==> config.mk <==
export PLATFORM = sky130hd
export DESIGN_NAME = mmio_uart_tx_flat
export DESIGN_NICKNAME = d
export VERILOG_FILES = /design/src/rtl/mmio_uart_tx_if.sv /design/src/rtl/mmio_uart_tx.sv /design/src/flat_wrapper.sv
export SDC_FILE = /design/constraint.sdc
export NUM_CORES = 1
export LEC_CHECK = 0
export CAP_MARGIN = 5
export CORE_MARGIN = 1
export CORE_UTILIZATION = 51
export DETAILED_ROUTE_END_ITERATION = 10
export PLACE_DENSITY = 0.84
export SLEW_MARGIN = 10
export SYNTH_ARGS = -nofsm -noshare
export SYNTH_HDL_FRONTEND = slang
export SYNTH_SLANG_ARGS = --single-unit
==> constraint.sdc <==
create_clock -name clk -period 3.1 [get_ports clk]
set_input_delay 0.62 -clock clk [delete_from_list [all_inputs] [get_ports clk]]
set_output_delay 0.62 -clock clk [all_outputs]
set_load 0.03 [all_outputs]
==> src/rtl/mmio_uart_tx_if.sv <==
// mmio_uart_tx_if: CPU data-port bus; master = CPU, slave = console peripheral
//   addr/wdata/we/re : byte address, store data, one-cycle store/load strobes
//   rdata            : load data, valid the cycle after re
//   sel              : peripheral decodes addr into its 16-byte window
interface mmio_uart_tx_if;
  logic [31:0] addr;
  logic [31:0] wdata;
  logic        we;
  logic        re;
  logic [31:0] rdata;
  logic        sel;
  modport master (output addr, wdata, we, re, input rdata, sel);
  modport slave (input addr, wdata, we, re, output rdata, sel);
endinterface

==> src/rtl/mmio_uart_tx.sv <==
// mmio_uart_tx: memory-mapped console (FIFO-buffered 8N1 UART transmitter) plus halt/exit register
//   clk, reset  : clock, synchronous active-high reset
//   bus         : slave side of the CPU data-port bus (TXDATA 0x0, STATUS 0x4, HALT 0x8)
//   txd_o       : registered UART serial output, idle high
//   halt_o      : sticky, set by any HALT write
//   exit_code_o : last value written to HALT
module mmio_uart_tx #(
  parameter logic [31:0] BASE_ADDR    = 32'h1000_0000,
  parameter int          CLKS_PER_BIT = 16,
  parameter int          FIFO_DEPTH   = 8
) (
  input  logic          clk,
  input  logic          reset,
  mmio_uart_tx_if.slave bus,
  output logic          txd_o,
  output logic          halt_o,
  output logic [31:0]   exit_code_o
);
  localparam int AW = $clog2(FIFO_DEPTH);
  localparam int CW = $clog2(CLKS_PER_BIT);
  localparam logic [CW-1:0] CMAX = CW'(CLKS_PER_BIT - 1);
  typedef enum logic [1:0] {IDLE, START, DATA, STOP} state_e;
  state_e state_q, state_d;
  logic [CW-1:0] cnt_q, cnt_d;
  logic [2:0] bit_q, bit_d;
  logic [7:0] sh_q, sh_d;
  logic txd_q, txd_d;
  logic [7:0] mem_q [FIFO_DEPTH];
  logic [AW:0] wp_q, rp_q;
  logic ovf_q, halt_q;
  logic [31:0] exit_q, rdata_q;
  logic full, empty, pop, push_req, push, tick, wr_stat, wr_halt;
  logic [1:0] off;
  logic unused_lsb;
  assign unused_lsb = ^bus.addr[1:0];
  assign bus.sel = bus.addr[31:4] == BASE_ADDR[31:4];
  assign off = bus.addr[3:2];
  // pointers carry one extra wrap bit: equal -> empty, differ only in wrap bit -> full
  assign empty = wp_q == rp_q;
  assign full = (wp_q ^ rp_q) == {1'b1, {AW{1'b0}}};
  assign pop = state_q == IDLE && !empty;
  assign push_req = bus.sel && bus.we && off == 2'd0;
  // a same-cycle pop frees a slot, so a full FIFO still accepts the byte
  assign push = push_req && (!full || pop);
  assign wr_stat = bus.sel && bus.we && off == 2'd1;
  assign wr_halt = bus.sel && bus.we && off == 2'd2;
  assign tick = cnt_q == CMAX;
  always_ff @(posedge clk) begin
    if (reset) begin
      state_q <= IDLE;
      cnt_q <= '0;
      bit_q <= '0;
      sh_q <= '0;
      txd_q <= 1'b1;
    end else begin
      state_q <= state_d;
      cnt_q <= cnt_d;
      bit_q <= bit_d;
      sh_q <= sh_d;
      txd_q <= txd_d;
    end
  end
  always_comb begin
    state_d = state_q == IDLE ? (empty ? IDLE : START)
            : !tick ? state_q
            : state_q == START ? DATA
            : state_q == DATA ? (bit_q == 3'd7 ? STOP : DATA)
            : IDLE;
  end
  // txd is computed from the next state so the pin itself comes straight from a flop
  always_comb begin
    cnt_d = (state_q == IDLE || tick) ? '0 : cnt_q + CW'(1);
    bit_d = state_q != DATA ? 3'd0 : tick ? bit_q + 3'd1 : bit_q;
    sh_d = pop ? mem_q[rp_q[AW-1:0]] : (state_q == DATA && tick) ? {1'b0, sh_q[7:1]} : sh_q;
    txd_d = state_d == START ? 1'b0 : state_d == DATA ? sh_d[0] : 1'b1;
  end
  always_ff @(posedge clk) begin
    if (push) mem_q[wp_q[AW-1:0]] <= bus.wdata[7:0];
    if (reset) begin
      wp_q <= '0;
      rp_q <= '0;
      ovf_q <= 1'b0;
      halt_q <= 1'b0;
      exit_q <= '0;
      rdata_q <= '0;
    end else begin
      if (push) wp_q <= wp_q + (AW+1)'(1);
      if (pop) rp_q <= rp_q + (AW+1)'(1);
      ovf_q <= (push_req && !push) || (ovf_q && !(wr_stat && bus.wdata[3]));
      if (wr_halt) begin
        halt_q <= 1'b1;
        exit_q <= bus.wdata;
      end
      // read data uses pre-edge state, so a same-cycle write is not visible yet
      if (bus.sel && bus.re)
        rdata_q <= off == 2'd1 ? {28'd0, ovf_q, state_q != IDLE, empty, full}
                 : off == 2'd2 ? exit_q : '0;
    end
  end
  assign bus.rdata = rdata_q;
  assign txd_o = txd_q;
  assign halt_o = halt_q;
  assign exit_code_o = exit_q;
endmodule

==> src/flat_wrapper.sv <==
// flat-port wrapper written by rule: the top's interface ports become plain ports
module mmio_uart_tx_flat 
#(
  parameter logic [31:0] BASE_ADDR    = 32'h1000_0000,
  parameter int          CLKS_PER_BIT = 16,
  parameter int          FIFO_DEPTH   = 8
)
  (clk, reset, txd_o, halt_o, exit_code_o, bus_addr, bus_wdata, bus_we, bus_re, bus_rdata, bus_sel);
  mmio_uart_tx_if bus_i ();
  input  logic clk;
  input  logic reset;
  output logic txd_o;
  output logic halt_o;
  output logic [31:0] exit_code_o;
  input wire logic [$bits(bus_i.addr)-1:0] bus_addr;
  input wire logic [$bits(bus_i.wdata)-1:0] bus_wdata;
  input wire logic [$bits(bus_i.we)-1:0] bus_we;
  input wire logic [$bits(bus_i.re)-1:0] bus_re;
  output wire logic [$bits(bus_i.rdata)-1:0] bus_rdata;
  output wire logic [$bits(bus_i.sel)-1:0] bus_sel;
  assign bus_i.addr = bus_addr;
  assign bus_i.wdata = bus_wdata;
  assign bus_i.we = bus_we;
  assign bus_i.re = bus_re;
  assign bus_rdata = bus_i.rdata;
  assign bus_sel = bus_i.sel;
  mmio_uart_tx #(.BASE_ADDR(BASE_ADDR), .CLKS_PER_BIT(CLKS_PER_BIT), .FIFO_DEPTH(FIFO_DEPTH)) u_core (.clk(clk), .reset(reset), .bus(bus_i), .txd_o(txd_o), .halt_o(halt_o), .exit_code_o(exit_code_o));
endmodule
### Yosys cells after proc, flatten, opt, wreduce, memory -nomap -nowiden

Memory sizes are Yosys's and may differ from the RTL's. A register that Yosys moved wholly into a read port is not among the register bits.
Cells that the tools add are included.

* RAM bits: 64
* register bits: 92
* memories kept: 1
* bits of input ports: 68

* add/subtract/negate cells: 4
* reductions and logical operators: 24
* equality and inequality tests: 12
* bitwise operators: 1
* muxes and demuxes: 16

Memory list
* u_core.mem_q: depth 8, bits a word 8, rd ports 1, clocked after Yosys merged registers in 1, write ports 1, line mmio_uart_tx.sv:28 `logic [7:0] mem_q [FIFO_DEPTH];`

Operator list (count)
* 32-bit 2-to-1 mux: 2
* 28-bit by 25-bit == test with 1-bit output, second input constant: 1
* 8-bit 2-to-1 mux: 2
* 4-bit by 1-bit adder with 4-bit output, second input constant: 3
* 1-bit logical AND: 11
* 4-bit == test, second input constant: 2
* 2-bit 2-to-1 mux: 4
* 2-bit by 1-bit == test with 1-bit output, second input constant: 3
* 2-bit == test, second input constant: 3
* 1-bit 2-to-1 mux: 6
* 3-bit 2-to-1 mux: 2
* 4-bit == test: 1
* 1-bit zero test: 4
* 2-bit zero test: 2
* 2-bit nonzero test: 2
* 2-bit OR reduction: 2
* 4-bit XOR: 1
* 3-bit by 1-bit adder with 3-bit output, second input constant: 1
* 3-bit == test, second input constant: 1
* 1-bit logical OR: 3
* 2-bit inequality test, second input constant: 1

### Longest topological paths before layout

* word-level depth: 9
* depth in mapped cells: 7
* mapped depth without buffers: 7

### Worst setup path after synthesis

Ideal clock, no wire load.

* path type: input to register
* from: input port bus_addr[27]
* to: memory u_core.mem_q[0][0] (enable)
* library setup time: 0.383 ns
* path slack: 0.224 ns
* cell stages on the path: 5
* arrival time: 2.493 ns
* path through: nor4b_1 -> nand3_1 -> a2111oi_4 -> nand2b_1 -> nor3_1

* longest elaborated chain between the ends: 6

RTL lines
* from (decl): line flat_wrapper.sv:15 `input wire logic [$bits(bus_i.addr)-1:0] bus_addr;`
* 28-bit by 25-bit == test with 1-bit output: line mmio_uart_tx.sv:36 `assign bus.sel = bus.addr[31:4] == BASE_ADDR[31:4];`
* 1-bit logical AND (2 in a row): line mmio_uart_tx.sv:42 `assign push_req = bus.sel && bus.we && off == 2'd0;`
* 1-bit logical AND: line mmio_uart_tx.sv:44 `assign push = push_req && (!full || pop);`
* 1-bit 2-to-1 mux: line mmio_uart_tx.sv:78 `if (push) mem_q[wp_q[AW-1:0]] <= bus.wdata[7:0];`
* 1-bit 2-to-1 mux (implied by the code): line mmio_uart_tx.sv:78
* to (decl): line mmio_uart_tx.sv:28

Every way passes these cells.

### Worst setup path after layout

* from: input port bus_addr[5]
* to: output port bus_sel

* longest elaborated chain between the ends: 1

RTL lines
* 28-bit by 25-bit == test with 1-bit output: line mmio_uart_tx.sv:36
* to (decl): line flat_wrapper.sv:20 `output wire logic [$bits(bus_i.sel)-1:0] bus_sel;`

Every way passes these cells.

==> results_dict.tcl <==
set metrics [dict create \
    status "completed" \
    static-leakage-power_uw 0.00290 \
    seqCellArea_um2 3820 \
    mean_instance_size_in_the_synthesized_netlist_um2 12.2 \
    max_cap_violations 0 \
    synth_largest_area_cell "edfxtp_1" \
    final.period_utilization 0.914 \
    grt_antenna_before_repair 0 \
    clock.fmax_mhz 353 \
    synth-edff-count 64 \
    timing.critical_path.fanout_max 3 \
    setup_total_negative_slack_ps 0 \
    cp.arrival_ps 2210 \
    pin_count_of_the_biggest_net_entering_global_routing 70 \
    io_buffer_count 132 \
    worst_slew_margin_rel 0.493 \
    cts_tree "built" \
    synth-seq-area-share 0.610 \
    yosysTopAreaCellShare 0.307 \
    report.final.slew_viol_count 0 \
    p_int_uw 3570 \
    switchingPower_uw 1090 \
    layoutNonFillerInstCount 808 \
    vias 4495 \
    pwr-share-clk 0.429 \
    grt_pass1_wl_mm 24.0 \
    syn_inst 513 \
    timing_hold_violations_final 0 \
    clock-sinks 159 \
    start_util 0.522 \
    max-clock-path-buffers 2 \
    fin_skew_ps 15.7 \
    syn_to_final_growth_pct 33.2 \
    post_route_cells_drive_above_1_share 0.116 \
    class_of_the_most_critical_hold_timing_path "register to register" \
    final_area_um2 8350 \
    m1WireLength_mm 6.09 \
    die_outline_height_um 113 \
    synth.cells.most_frequent "dfxtp_1, edfxtp_1, nor2_1" \
    synth.net_count 589 \
    cts-root-buf "clkbuf_16" \
    initial_drc_count 178 \
    ctsResizeCount 0 \
    clock_insertion_delay_worst_skew_ps 430 \
    grt_pass1_vias 4621 \
    power.switching_fraction 0.235 \
    worstMarginPinSlew_ps 760 \
    global_route.overflow_total 0 \
    finalHoldWorstSlack_ps 443 \
    cts.htree.levels 4 \
    number_of_setup_buffers_added_after_cts 0 \
    diodes 0 \
    ff2ff_setup_slack_ps 760 \
    timing.setup.critical_path_class "primary input to output pin" \
    register_bit_total_from_synthesis 159 \
    floorplan.die_area_um2 12700 \
    yosysWarningCount 0 \
    worst_setup_path_start_kind "primary input" \
    grt_use_total 0.248 \
    timing.final.setup_violations 0 \
    final_core_utilization 0.695 \
    distinct_cell_type_count_of_the_synthesized_netlist 46 \
    postSynth.asyncResetShare 0 \
    most_numerous_cell_in_the_yosys_netlist "dfxtp_1" \
    place_inst 776 \
    routedWlPerCell_um 18.4 \
    fillerInstances 815 \
    row_count 40 \
    wl_met2_mm 7.43 \
    combPwrFrac 0.090 \
    cts.clk_slew.worst_paths_ps 60 \
    drt.antenna.violating_nets 0 \
    core_area_um2 12000 \
    place.gp.congestion 0.889 \
    mappedNetlistArea_um2 6270 \
    num-nets-final 724 \
    grt_setup_unrepaired "false" \
    holdBufCountCts 0 \
    required_ps 2480 \
    chipWidth_um 113 \
    end_kind "output pin" \
    worst_ir_drop_vdd_uv 385 \
    finalCriticalPeriod_ps 2830 \
    wire_length_on_met3_mm 1.06 \
    first_pass_iters 4 \
    synth.top_cells.by_area "edfxtp_1, dfxtp_1, mux2i_1, mux4_2, nor2_1" \
    top_level_ports 135 \
    power.share.sequential 0.481 \
    area_of_the_multi_input_gates_um2 2280 \
    cellPowerDensity_nw_per_um2 558 \
    placed_cell_area_um2 7780 \
    ys.flop_type "dfxtp_1" \
    drcViolationCount 0 \
    route.detailed.vias_per_inst 5.56 \
    place_hpwl_mm 10.0 \
    top_signal_layer_used "met4" \
    finalWirelength_mm 14.9 \
    cts-buffers-inserted 17 \
]
[cell families (layout without fill, tap and decap cells)]
logic type	count (synthesis)	in the layout	synth area share
buf+inv	38	186	0.0276
xor+xnor	10	10	0.0164
mux	63	63	0.133
compound gates	61	61	0.0651
fa+ha+maj	8	8	0.0160
simple gates	174	174	0.132
flops	159	159	0.610
[power by group through the flow]
stage	clock network, uW	logic, uW	registers (uW)
4_1_cts	2020	424	2240
5_1_grt	2110	452	2240
3_5_place_dp	0	418	2290
2_1_floorplan	0	255	2280
3_3_place_gp	0	404	2280
6_report	2000	422	2240
[worst max-delay path, stage by stage]
cell and delay (ps):
clkdlybuf4s50_1 400, nor4_1 360, nand4_1 330, nor2_1 290, buf_4 210
[path summary, 6_finish.rpt]
check,startpoint,end,cells past startpoint
max,bus_addr[5],bus_sel,5
min,u_core.cnt_q[0],u_core.cnt_q[0],1
max reg2reg,u_core.wp_q[0],u_core.mem_q[7][2],4
min reg2reg,u_core.cnt_q[0],u_core.cnt_q[0],1
[per-stage QoR]
step                      power [uW]  setup slack [ps]
final                           4660               268
after global routing            4800              61.1
after CTS                       4680               275
after detailed placement        2700               139
after global placement          2690               181
after floorplan                 2540               224
[per-layer routing]
metal / track usage / up-vias
li1: - / 2132
met1: 0.290 / 2191
met2: 0.422 / 146
met3: 0.0798 / 26
met4: 0.104 / 0
met5: 0 / -
[cell type report]
| cell class | instances | area share |
|---|---|---|
| Tap cell | 147 | 0.0220 |
| Clock inverter | 12 | 0.0114 |
| Multi-Input combinational cell | 316 | 0.273 |
| Timing Repair Buffer | 149 | 0.176 |
| Clock buffer | 20 | 0.0572 |
| Sequential cell | 159 | 0.458 |
| Inverter | 5 | 0.00225 |
[flip-flops by register name, summed over array words and instances (netlist names), 2 cells and up, named ones only]
name	count
u_core.state_q	2
u_core.mem_q	64
u_core.rp_q	4
u_core.wp_q	4
u_core.cnt_q	4
u_core.exit_code_o	32
u_core.sh_q	8
u_core.bus.rdata	32
u_core.bit_q	3
[cell usage in the layout (no fill, tap or decap), types with 16 or more instances in the layout]
cell type / n
a21oi_1: 33
buf_4: 16
clkbuf_16: 18
clkdlybuf4s50_1: 130
dfxtp_1: 95
edfxtp_1: 64
mux2i_1: 46
mux4_2: 16
nand2_1: 34
nand3_1: 33
nor2_1: 61
(Power assumes the default switching activity.)
==> edit: new RTL, same flow settings <==
The 4 states of `state_e` get a one-hot encoding in 4 bits.
--- a/src/rtl/mmio_uart_tx.sv
+++ b/src/rtl/mmio_uart_tx.sv
@@ -19,7 +19,7 @@
   localparam int AW = $clog2(FIFO_DEPTH);
   localparam int CW = $clog2(CLKS_PER_BIT);
   localparam logic [CW-1:0] CMAX = CW'(CLKS_PER_BIT - 1);
-  typedef enum logic [1:0] {IDLE, START, DATA, STOP} state_e;
+  typedef enum logic [3:0] {IDLE = 4'b0001, START = 4'b0010, DATA = 4'b0100, STOP = 4'b1000} state_e;
   state_e state_q, state_d;
   logic [CW-1:0] cnt_q, cnt_d;
   logic [2:0] bit_q, bit_d;
Function: no difference found for any inputs over 10 cycles, from zero or initial values and one cycle with reset high; not proved beyond that.
==> edit against the original RTL <==
  * Global-route usage increased by 0.96 points
  * Area after synthesis grew 1.8%
  * Design area increased by 2.0%
  * Routed wire length up 7.7%
  * Register-to-register slack worse by 0.19 ns
  * First-iteration DRC count increased by 75%
  * Worst hold slack better by 0.012 ns
  * Setup slack worse by 0.11 ns
  * Sequential cell count rose by 2
  * Maximum frequency is 3.7% lower
  * Total power is 2.0% lower
  * Largest power group unchanged
  * Highest routed layer unchanged
==> edit: results (changes against the original RTL) <==
\begin{tabular}{lr}
\hline
Metric & Value \\
\hline
\multicolumn{2}{l}{\textbf{Logic synthesis}} \\
\quad Total nets after synthesis & 592 (+0.51\%) \\
\quad Unique cell type count in the Yosys netlist & 51 (+11\%) \\
\quad Count of flip-flops with a built-in enable after synthesis & 64 (unchanged) \\
\quad Sequential share of the synthesized area & 60.6\% (-0.46 points) \\
\multicolumn{2}{l}{\textbf{Global route}} \\
\quad First-pass GRT wire length & 25.0 mm (+4.1\%) \\
\quad Number of global-route vias before repair & 4856 (+5.1\%) \\
\quad Tot GR Track Use & 25.8\% (+0.96 points) \\
\quad Maximum number of pins on one net before global-route repair & 61 (-13\%) \\
\multicolumn{2}{l}{\textbf{Worst setup path}} \\
\quad Crit. Startpoint & bus\_addr[28] \\
\quad Critical path's largest stage delay & 0.48 ns (+0.08 ns) \\
\quad Worst-case register-to-register setup slack & 0.57 ns (-0.19 ns) \\
\quad Worst R2R Start & u\_core.wp\_q[1]\$\_SDFFE\_PP0P\_ \\
\quad Endpoint arrival time on the critical path & 2.32 ns (+0.11 ns) \\
\multicolumn{2}{l}{\textbf{Place}} \\
\quad Global placement routability congestion & 0.754 (-15\%) \\
\quad Count of input and output buffers & 132 (unchanged) \\
\quad Detailed placer's ending HPWL & 10.4 mm (+4.1\%) \\
\quad Cells after DPL & 803 (+3.5\%) \\
\multicolumn{2}{l}{\textbf{Routing}} \\
\quad Met2 Wirelength & 8.29 mm (+12\%) \\
\quad Routed length on met3 & 928 µm (-12\%) \\
\quad Routed vias & 4824 (+7.3\%) \\
\quad Initial DRC count & 312 (+75\%) \\
\quad Met1 Wirelength & 6.02 mm (-1.1\%) \\
\quad Drt total wl & 16.0 mm (+7.7\%) \\
\quad First-pass iteration count of the detailed router & 5 (+1) \\
\multicolumn{2}{l}{\textbf{Finish}} \\
\quad Fill count & 826 (+1.3\%) \\
\quad Post-layout nets & 727 (+0.41\%) \\
\multicolumn{2}{l}{\textbf{Power and ir drop}} \\
\quad Reported leakage power & 2.86 nW (-1.2\%) \\
\quad Proportion of power drawn by combinational gates & 5.2\% (-3.8 points) \\
\quad NetSw & 961 µW (-12\%) \\
\quad Power Clock & 2.11 mW (+5\%) \\
\quad Peak supply drop & 0.000318 V (-18\%) \\
\multicolumn{2}{l}{\textbf{Status}} \\
\quad Result of the run & completed \\
\multicolumn{2}{l}{\textbf{Timing}} \\
\quad Largest clock skew in the final design & 0.00836 ns (-0.00733 ns) \\
\quad Worst-margin pin slew & 0.803 ns (+0.0435 ns) \\
\multicolumn{2}{l}{\textbf{Clock network}} \\
\quad Source-to-sink clock delay at the later pin of the worst-skew pair & 0.42 ns \\
\hline
\end{tabular}
==> edit: cell count changes in the layout (fill, tap and decap cells not counted), moves of 5 or more <==
cell       delta
a211oi_1     -10
a21oi_1       +6
a2bb2oi_1     +6
nand3_1       +6
nor4_1        -5
==> edit: cell type report <==
cell class,count,share of cell area [%]
multi-input cells,320,27.4
flip-flops and latches,161,45.4
inverters,2,0.0881
well taps,168,2.47
clock inverters,13,1.85
clock buffers,19,5.10
repair buffers,152,17.8
==> edit: kinds of logic after synthesis <==
logic type               count (synthesis)  share of synthesized area, %
AND/OR/NAND/NOR                        179                          14.5
buffers and inverters                   38                          2.92
flip-flops                             161                          60.6
adder cells (fa/ha/maj)                  5                         0.981
multiplexers                            60                          12.6
XOR/XNOR                                11                          1.51
AO/OA/AOI/OAI                           65                          7.02
==> edit: worst paths after layout <==
check / to / cells past startpoint
max: bus_sel / 7
min: u_core.bus.rdata[22]$_SDFFE_PP0P_ / 2
max reg2reg: u_core.txd_o$_SDFF_PP1_ / 5
min reg2reg: u_core.bus.rdata[22]$_SDFFE_PP0P_ / 2
==> edit: metal layers <==
layer / vias to the layer above / global-route usage [%]
met5: - / 0
met4: 0 / 15.8
met3: 60 / 4.99
met2: 229 / 43.9
met1: 2360 / 30.3
li1: 2175 / -
==> edit: stage by stage <==
| stage | hold WS, ns | power [mW] | setup WS [ns] | area, µm² | utilization (%) |
|---|---|---|---|---|---|
| finish | 0.455 | 4.57 | 0.159 | 8520 | 70.3 |
| global route | 0.479 | 4.69 | 0.0863 | 8520 | 70.3 |
| CTS | 0.457 | 4.58 | 0.152 | 8520 | 70.3 |
| detailed placement | 0.443 | 2.50 | 0.126 | 7930 | 65.5 |
| global placement | 0.426 | 2.49 | 0.115 | 7930 | 65.5 |
| floorplan | 0.418 | 2.38 | 0.346 | 6380 | - |
